--- config.mk ---
export PLATFORM = sky130hd
export DESIGN_NAME = usb_blaster_jtag_engine
export DESIGN_NICKNAME = d
export VERILOG_FILES = /design/src/rtl/usb_blaster_pkg.sv /design/src/rtl/usb_blaster_tck_timer.sv /design/src/rtl/usb_blaster_jtag_engine.sv
export SDC_FILE = /design/constraint.sdc
export NUM_CORES = 1
export LEC_CHECK = 0
export ABC_AREA = 1
export BUFFER_PORTS_ARGS = -buffer_cell sky130_fd_sc_hd__buf_2
export CAP_MARGIN = 30
export CORE_ASPECT_RATIO = 1.4
export CORE_MARGIN = 2
export CORE_UTILIZATION = 58
export CTS_CLUSTER_SIZE = 24
export DETAILED_ROUTE_END_ITERATION = 16
export PLACE_DENSITY_LB_ADDON = 0.3
export SLEW_MARGIN = 20
export SYNTH_ARGS = -nofsm -noshare
export SYNTH_HDL_FRONTEND = slang
export SYNTH_SLANG_ARGS = --single-unit
--- constraint.sdc ---
create_clock -name clock -period 1.8 [get_ports clock]
set_input_delay 0.18 -clock clock [delete_from_list [all_inputs] [get_ports clock]]
set_output_delay 0.18 -clock clock [all_outputs]
set_load 0.02 [all_outputs]
--- src/rtl/usb_blaster_pkg.sv ---
`default_nettype none
// ============================================================================
// Module      : usb_blaster_pkg
// Description : Shared FSM states, opcode bit positions and widths for the
//               USB-Blaster JTAG engine.
// Revision    : 1.0
// ============================================================================
package usb_blaster_pkg;

    typedef enum logic [2:0] {
        IDLE       = 3'd0,
        BB_HOLD    = 3'd1,
        SHIFT_WAIT = 3'd2,
        SHIFT_LO   = 3'd3,
        SHIFT_HI   = 3'd4,
        RESP       = 3'd5
    } state_t;

    // Bit positions inside a command byte
    localparam int unsigned c_bit_tck   = 0;
    localparam int unsigned c_bit_tms   = 1;
    localparam int unsigned c_bit_tdi   = 4;
    localparam int unsigned c_bit_read  = 6;
    localparam int unsigned c_bit_shift = 7;

    localparam int unsigned COUNT_W = 6;

endpackage
`default_nettype wire

--- src/rtl/usb_blaster_tck_timer.sv ---
`default_nettype none
// ============================================================================
// Module      : usb_blaster_tck_timer
// Description : TCK half-period down-counter; load starts a TCK_DIV-cycle
//               phase, expire flags its final cycle.
// Revision    : 1.0
// ============================================================================
module usb_blaster_tck_timer #(
    parameter int unsigned TCK_DIV = 4
) (
    input  logic clock,
    input  logic reset_n,
    input  logic i_load,
    output logic o_expire
);

    logic [7:0] r_count;

    always_ff @(posedge clock) begin
        if (!reset_n) begin
            r_count <= 8'd0;
        end else if (i_load) begin
            r_count <= 8'(TCK_DIV - 1);
        end else if (r_count != 8'd0) begin
            r_count <= r_count - 8'd1;
        end
    end

    assign o_expire = (r_count == 8'd0);

endmodule
`default_nettype wire

--- src/rtl/usb_blaster_jtag_engine.sv ---
`default_nettype none
// ============================================================================
// Module      : usb_blaster_jtag_engine
// Description : USB-Blaster byte protocol decoder driving TCK/TMS/TDI and
//               returning sampled TDO as response bytes.
// Revision    : 1.0
// ============================================================================
module usb_blaster_jtag_engine
    import usb_blaster_pkg::*;
#(
    parameter int unsigned TCK_DIV = 4
) (
    input  logic       clock,
    input  logic       reset_n,
    input  logic [7:0] rx_data,
    input  logic       rx_valid,
    output logic       rx_ready,
    output logic [7:0] tx_data,
    output logic       tx_valid,
    input  logic       tx_ready,
    output logic       jtag_tck,
    output logic       jtag_tms,
    output logic       jtag_tdi,
    input  logic       jtag_tdo,
    output logic       busy
);

    state_t             r_state;
    logic               r_tck;
    logic               r_tms;
    logic               r_tdi;
    logic [7:0]         r_tx_data;
    logic               r_tx_valid;
    logic [COUNT_W-1:0] r_count;
    logic               r_read;
    logic [7:0]         r_shift;
    logic [2:0]         r_bit_idx;
    logic               r_tdo_meta;
    logic               r_tdo_sync;

    logic w_accept;
    logic w_expire;
    logic w_load;

    assign rx_ready = reset_n && ((r_state == IDLE) || (r_state == SHIFT_WAIT));
    assign w_accept = rx_valid && rx_ready;

    // Every half-period starts on an accepted byte or on the end of the previous one
    assign w_load = (w_accept && (r_state == IDLE) && !rx_data[c_bit_shift])
                 || (w_accept && (r_state == SHIFT_WAIT))
                 || (w_expire && (r_state == SHIFT_LO))
                 || (w_expire && (r_state == SHIFT_HI) && (r_bit_idx != 3'd7));

    usb_blaster_tck_timer #(
        .TCK_DIV (TCK_DIV)
    ) u_tck_timer (
        .clock    (clock),
        .reset_n  (reset_n),
        .i_load   (w_load),
        .o_expire (w_expire)
    );

    always_ff @(posedge clock) begin
        if (!reset_n) begin
            r_state    <= IDLE;
            r_tck      <= 1'b0;
            r_tms      <= 1'b1;
            r_tdi      <= 1'b0;
            r_tx_data  <= 8'h00;
            r_tx_valid <= 1'b0;
            r_count    <= '0;
            r_read     <= 1'b0;
            r_shift    <= 8'h00;
            r_bit_idx  <= 3'd0;
            r_tdo_meta <= 1'b0;
            r_tdo_sync <= 1'b0;
        end else begin
            r_tdo_meta <= jtag_tdo;
            r_tdo_sync <= r_tdo_meta;

            case (r_state)
                IDLE: begin
                    if (w_accept) begin
                        r_read <= rx_data[c_bit_read];
                        if (rx_data[c_bit_shift]) begin
                            r_count <= rx_data[COUNT_W-1:0];
                            r_state <= (rx_data[COUNT_W-1:0] == '0) ? IDLE : SHIFT_WAIT;
                        end else begin
                            r_tck   <= rx_data[c_bit_tck];
                            r_tms   <= rx_data[c_bit_tms];
                            r_tdi   <= rx_data[c_bit_tdi];
                            r_state <= BB_HOLD;
                        end
                    end
                end

                BB_HOLD: begin
                    if (w_expire) begin
                        if (r_read) begin
                            r_tx_data  <= {7'b0, r_tdo_sync};
                            r_tx_valid <= 1'b1;
                            r_state    <= RESP;
                        end else begin
                            r_state <= IDLE;
                        end
                    end
                end

                SHIFT_WAIT: begin
                    if (w_accept) begin
                        r_shift   <= rx_data;
                        r_bit_idx <= 3'd0;
                        r_tck     <= 1'b0;
                        r_tdi     <= rx_data[0];
                        r_state   <= SHIFT_LO;
                    end
                end

                SHIFT_LO: begin
                    if (w_expire) begin
                        r_shift <= {r_tdo_sync, r_shift[7:1]};
                        r_tck   <= 1'b1;
                        r_state <= SHIFT_HI;
                    end
                end

                SHIFT_HI: begin
                    if (w_expire) begin
                        r_tck <= 1'b0;
                        if (r_bit_idx == 3'd7) begin
                            r_count <= r_count - COUNT_W'(1);
                            if (r_read) begin
                                r_tx_data  <= r_shift;
                                r_tx_valid <= 1'b1;
                                r_state    <= RESP;
                            end else begin
                                r_state <= (r_count == COUNT_W'(1)) ? IDLE : SHIFT_WAIT;
                            end
                        end else begin
                            // Shift register already moved, so bit 0 is the next TDI bit
                            r_bit_idx <= r_bit_idx + 3'd1;
                            r_tdi     <= r_shift[0];
                            r_state   <= SHIFT_LO;
                        end
                    end
                end

                RESP: begin
                    if (tx_ready) begin
                        r_tx_valid <= 1'b0;
                        r_state    <= (r_count == '0) ? IDLE : SHIFT_WAIT;
                    end
                end

                default: begin
                    r_state <= IDLE;
                end
            endcase
        end
    end

    assign tx_data  = r_tx_data;
    assign tx_valid = r_tx_valid;
    assign jtag_tck = r_tck;
    assign jtag_tms = r_tms;
    assign jtag_tdi = r_tdi;
    assign busy     = (r_state != IDLE);

endmodule
`default_nettype wire

==> load_flow_metrics.sql <==
INSERT INTO impl_metrics (metric_group, metric, value, unit) VALUES
('run_status', 'outcome', 'completed', ''),
('grt', 'grt.overflow.total', '0', ''),
('clock_tree', 'clock_sinks', '43', ''),
('power_and_ir_drop', 'p_leak', '1.26', 'nW'),
('synth', 'yosys_warnings', '0', ''),
('clock_tree', 'cts.hold.buffers_added', '0', ''),
('route', 'remaining_drc_errors', '0', ''),
('route', 'firstDrtPassIters', '4', ''),
('placement', 'post_dp_cell_area', '2590', 'µm²'),
('clock_tree', 'tritoncts', 'done', ''),
('finish', 'final.fill_count', '342', ''),
('setup_path', 'crit_path_max_fanout', '6', ''),
('sta', 'fin_worst_hold_slack', '49.4', 'ps'),
('route', 'vias_per_cell', '5.47', ''),
('floorplan', 'row_count', '27', ''),
('finish', 'fin_util', '70.8', '%'),
('grt', 'globalRouteTotalUtil', '27.8', '%'),
('floorplan', 'floorplan.io_pins', '27', ''),
('clock_tree', 'numCtsBuffers', '5', ''),
('floorplan', 'start_util', '60.1', '%'),
('route', 'postRouteAntennaNets', '0', ''),
('synth', 'portion_of_synthesized_cell_area_occupied_by_the_leading_cell_type', '36.9', '%'),
('route', 'drt_first_iter_violations', '83', ''),
('floorplan', 'core', '3880', 'µm²'),
('setup_path', 'cp_data_arrival_time', '2000', 'ps'),
('power_and_ir_drop', 'worst_case_vdd_ir_drop', '0.00104', 'V'),
('placement', 'gpl.final_weighted_congestion', '0.932', ''),
('finish', 'layout_overhead_on_the_synthesized_area', '17.7', '%'),
('floorplan', 'die_area', '4560', 'µm²'),
('finish', 'final_nets', '412', ''),
('sta', 'fin_ws', '41.2', 'ps'),
('synth', 'post_synth_main_area_contributors', 'sky130_fd_sc_hd__dfxtp_1, sky130_fd_sc_hd__nand2_1, sky130_fd_sc_hd__nor2_1', ''),
('synth', 'synth_fp_nets', '371', ''),
('hold_path', 'hold_path.class', 'input port to flip-flop', ''),
('synth', 'synth-seq-area-share', '36.9', '%'),
('setup_path', 'critPathKind', 'flip-flop to flip-flop', ''),
('placement', 'placement.io_buffers', '26', ''),
('grt', 'grt_first_pass_wirelength', '9930', 'µm'),
('route', 'vias', '2386', ''),
('synth', 'synth_flop_cell', 'sky130_fd_sc_hd__dfxtp_1', ''),
('synth', 'post-synth-top-area-cell', 'sky130_fd_sc_hd__dfxtp_1', ''),
('synth', 'synth.cell_area', '2340', 'µm²'),
('route', 'final_routed_wirelength', '6000', 'µm'),
('synth', 'synthArstFlopShare', '0', '%'),
('synth', 'most_frequently_used_cell_type_in_the_post_synthesis_netlist', 'sky130_fd_sc_hd__nand2_1', ''),
('finish', 'fin_area', '2750', 'µm²'),
('setup_path', 'crit_required', '2040', 'ps'),
('sta', 'finalSetupViolCount', '0', ''),
('grt', 'first_global_vias', '2212', ''),
('sta', 'setup_tns', '0', 'ps'),
('setup_path', 'worstSetupEndpointType', 'flip-flop', ''),
('synth', 'post_synth_num_cell_types', '31', ''),
('sta', 'layout_worst_path_cycle_share', '97.7', '%'),
('clock_tree', 'htreeDepth', '2', ''),
('grt', 'grt_max_degree', '23', ''),
('placement', 'post-dp-hpwl', '4300', 'µm'),
('clock_tree', 'insertion_delay', '310', 'ps'),
('clock_tree', 'clk_pin_slew_worst_paths', '90', 'ps'),
('floorplan', 'die_y', '79.1', 'µm'),
('placement', 'place_ws', '102', 'ps'),
('sta', 'maxClockFrequency', '569', 'MHz'),
('sta', 'worstMarginPinSlew', '390', 'ps'),
('finish', 'insertedDiodeCount', '0', ''),
('clock_tree', 'cts-root-buf', 'sky130_fd_sc_hd__clkbuf_8', ''),
('sta', 'unrepaired_setup_endpoints_after_global_routing', 'yes', ''),
('sta', 'max-slew-margin-rel', '73.8', '%'),
('job', 'cap_viol_max_count', '0', ''),
('synth', 'post_synth_most_frequent_cells', 'sky130_fd_sc_hd__nand2_1, sky130_fd_sc_hd__nor2_1, sky130_fd_sc_hd__dfxtp_1, sky130_fd_sc_hd__o21ai_0, sky130_fd_sc_hd__nand3_1', ''),
('sta', 'hold_viol_final', '0', ''),
('synth', 'syn_inst', '351', ''),
('floorplan', 'die-width', '57.6', 'µm'),
('clock_tree', 'cts_buffer_depth', '2', ''),
('power_and_ir_drop', 'power_density_normalized_to_cell_area', '1570', 'nW/µm²'),
('synth', 'syn_avg_cell_area', '6.66', 'µm²'),
('setup_path', 'critPathLaunchType', 'flip-flop', ''),
('sta', 'final_period_minus_worst_setup_slack', '1760', 'ps'),
('synth', 'yosys_register_bits', '43', ''),
('finish', 'drive_gt1_share', '18.3', '%'),
('synth', 'number_of_enable_type_register_cells_in_the_synthesized_netlist', '0', ''),
('sta', 'final_max_slew_viol_count', '0', ''),
('route', 'drt-wirelength-per-cell', '13.8', 'µm'),
('sta', 'finClkSkew', '8.90', 'ps'),
('grt', 'grt_antenna_before_repair', '0', '');
-- sequential cells by signal, summed over array words and instances, names as in the netlist --
| name | count |
|---|---|
| r_read | 1 |
| jtag_tms | 1 |
| r_count | 6 |
| jtag_tdi | 1 |
| r_tdo_sync | 1 |
| tx_valid | 1 |
| r_shift | 8 |
| jtag_tck | 1 |
| u_tck_timer.r_count | 8 |
| r_state | 3 |
| r_tdo_meta | 1 |
| r_bit_idx | 3 |
| tx_data | 8 |
-- routing by layer --
| layer | up-vias | track usage, % | share of wire [%] |
|---|---|---|---|
| met5 | - | 0 | 0 |
| met3 | 15 | 4.07 | 4.3 |
| met4 | 0 | 13.7 | 3.3 |
| met2 | 73 | 48.8 | 51 |
| met1 | 1073 | 32.2 | 41 |
| li1 | 1225 | - | - |
-- worst paths after layout --
path                            startpoint          to  slack (ps)  cells after the start
worst min register to register  r_tdo_meta  r_tdo_sync         420                      2
worst min-delay path              jtag_tdo  r_tdo_meta          50                      3
worst max-delay path            r_state[1]  r_shift[6]          40                      7
worst max register to register  r_state[1]  r_shift[6]          40                      7
-- where the power goes --
group | total, mW | internal (mW) | switching [mW]
clock | 0.759 | 0.413 | 0.346
combinational | 2.15 | 0.792 | 1.36
sequential | 1.40 | 1.20 | 0.202
total | 4.32 | 2.41 | 1.91
-- through the flow --
stage	instances	power (mW)
final	436	4.32
after global placement	424	3.42
after detailed placement	424	3.47
after floorplan	351	2.93
after global routing	436	4.66
after CTS	432	4.24
-- logic make-up after synthesis --
group           count (synthesis)  synth area share [%]
flops                          43                  36.9
fa+ha+maj                       7                  3.75
buf+inv                        44                  7.77
xor+xnor                        6                  2.25
compound gates                 66                  14.6
simple gates                  185                  34.8
-- placed cells by master (no fill, tap or decap), types with 3 or more instances in the layout --
| master | synthesis | routed |
|---|---|---|
| sky130_fd_sc_hd__o21ai_0 | 34 | 34 |
| sky130_fd_sc_hd__inv_1 | 30 | 29 |
| sky130_fd_sc_hd__buf_2 | 4 | 26 |
| sky130_fd_sc_hd__ha_1 | 7 | 7 |
| sky130_fd_sc_hd__o21a_1 | 3 | 3 |
| sky130_fd_sc_hd__clkbuf_8 | 0 | 5 |
| sky130_fd_sc_hd__nor3_1 | 4 | 4 |
| sky130_fd_sc_hd__nand4_1 | 3 | 3 |
| sky130_fd_sc_hd__nor2_2 | 3 | 4 |
| sky130_fd_sc_hd__xor2_1 | 4 | 4 |
| sky130_fd_sc_hd__buf_4 | 1 | 16 |
| sky130_fd_sc_hd__dfxtp_1 | 43 | 42 |
| sky130_fd_sc_hd__nand2_1 | 70 | 70 |
| sky130_fd_sc_hd__a21oi_1 | 25 | 25 |
| sky130_fd_sc_hd__nand3_1 | 32 | 31 |
| sky130_fd_sc_hd__nor2_1 | 62 | 61 |
-- layout make-up --
type | instances | area, µm² | area share [%]
clock inverter | 3 | 43.8 | 1.59
timing repair inverter | 2 | 12.5 | 0.455
clock buffer | 5 | 68.8 | 2.50
sequential | 43 | 862 | 31.3
tap | 43 | 53.8 | 1.96
inverter | 33 | 128 | 4.64
multi-input combinational | 264 | 1310 | 47.7
timing repair buffer | 43 | 270 | 9.83
-- worst max-delay path, stage by stage, from the launching register on --
cell and delay [ps]:
sky130_fd_sc_hd__dfxtp_1 470, sky130_fd_sc_hd__inv_1 190, sky130_fd_sc_hd__nor3_4 200, sky130_fd_sc_hd__buf_4 160
sky130_fd_sc_hd__clkinvlp_4 130, sky130_fd_sc_hd__o21ai_0 270, sky130_fd_sc_hd__nand3_1 120, sky130_fd_sc_hd__a21oi_1 150
-- what timing repair did --
item                       4_1_cts  5_1_grt
setup endpoints to repair        0       15
buffers inserted                 0        2
resized for setup                0        7
Power figures use the tool's default switching activity.
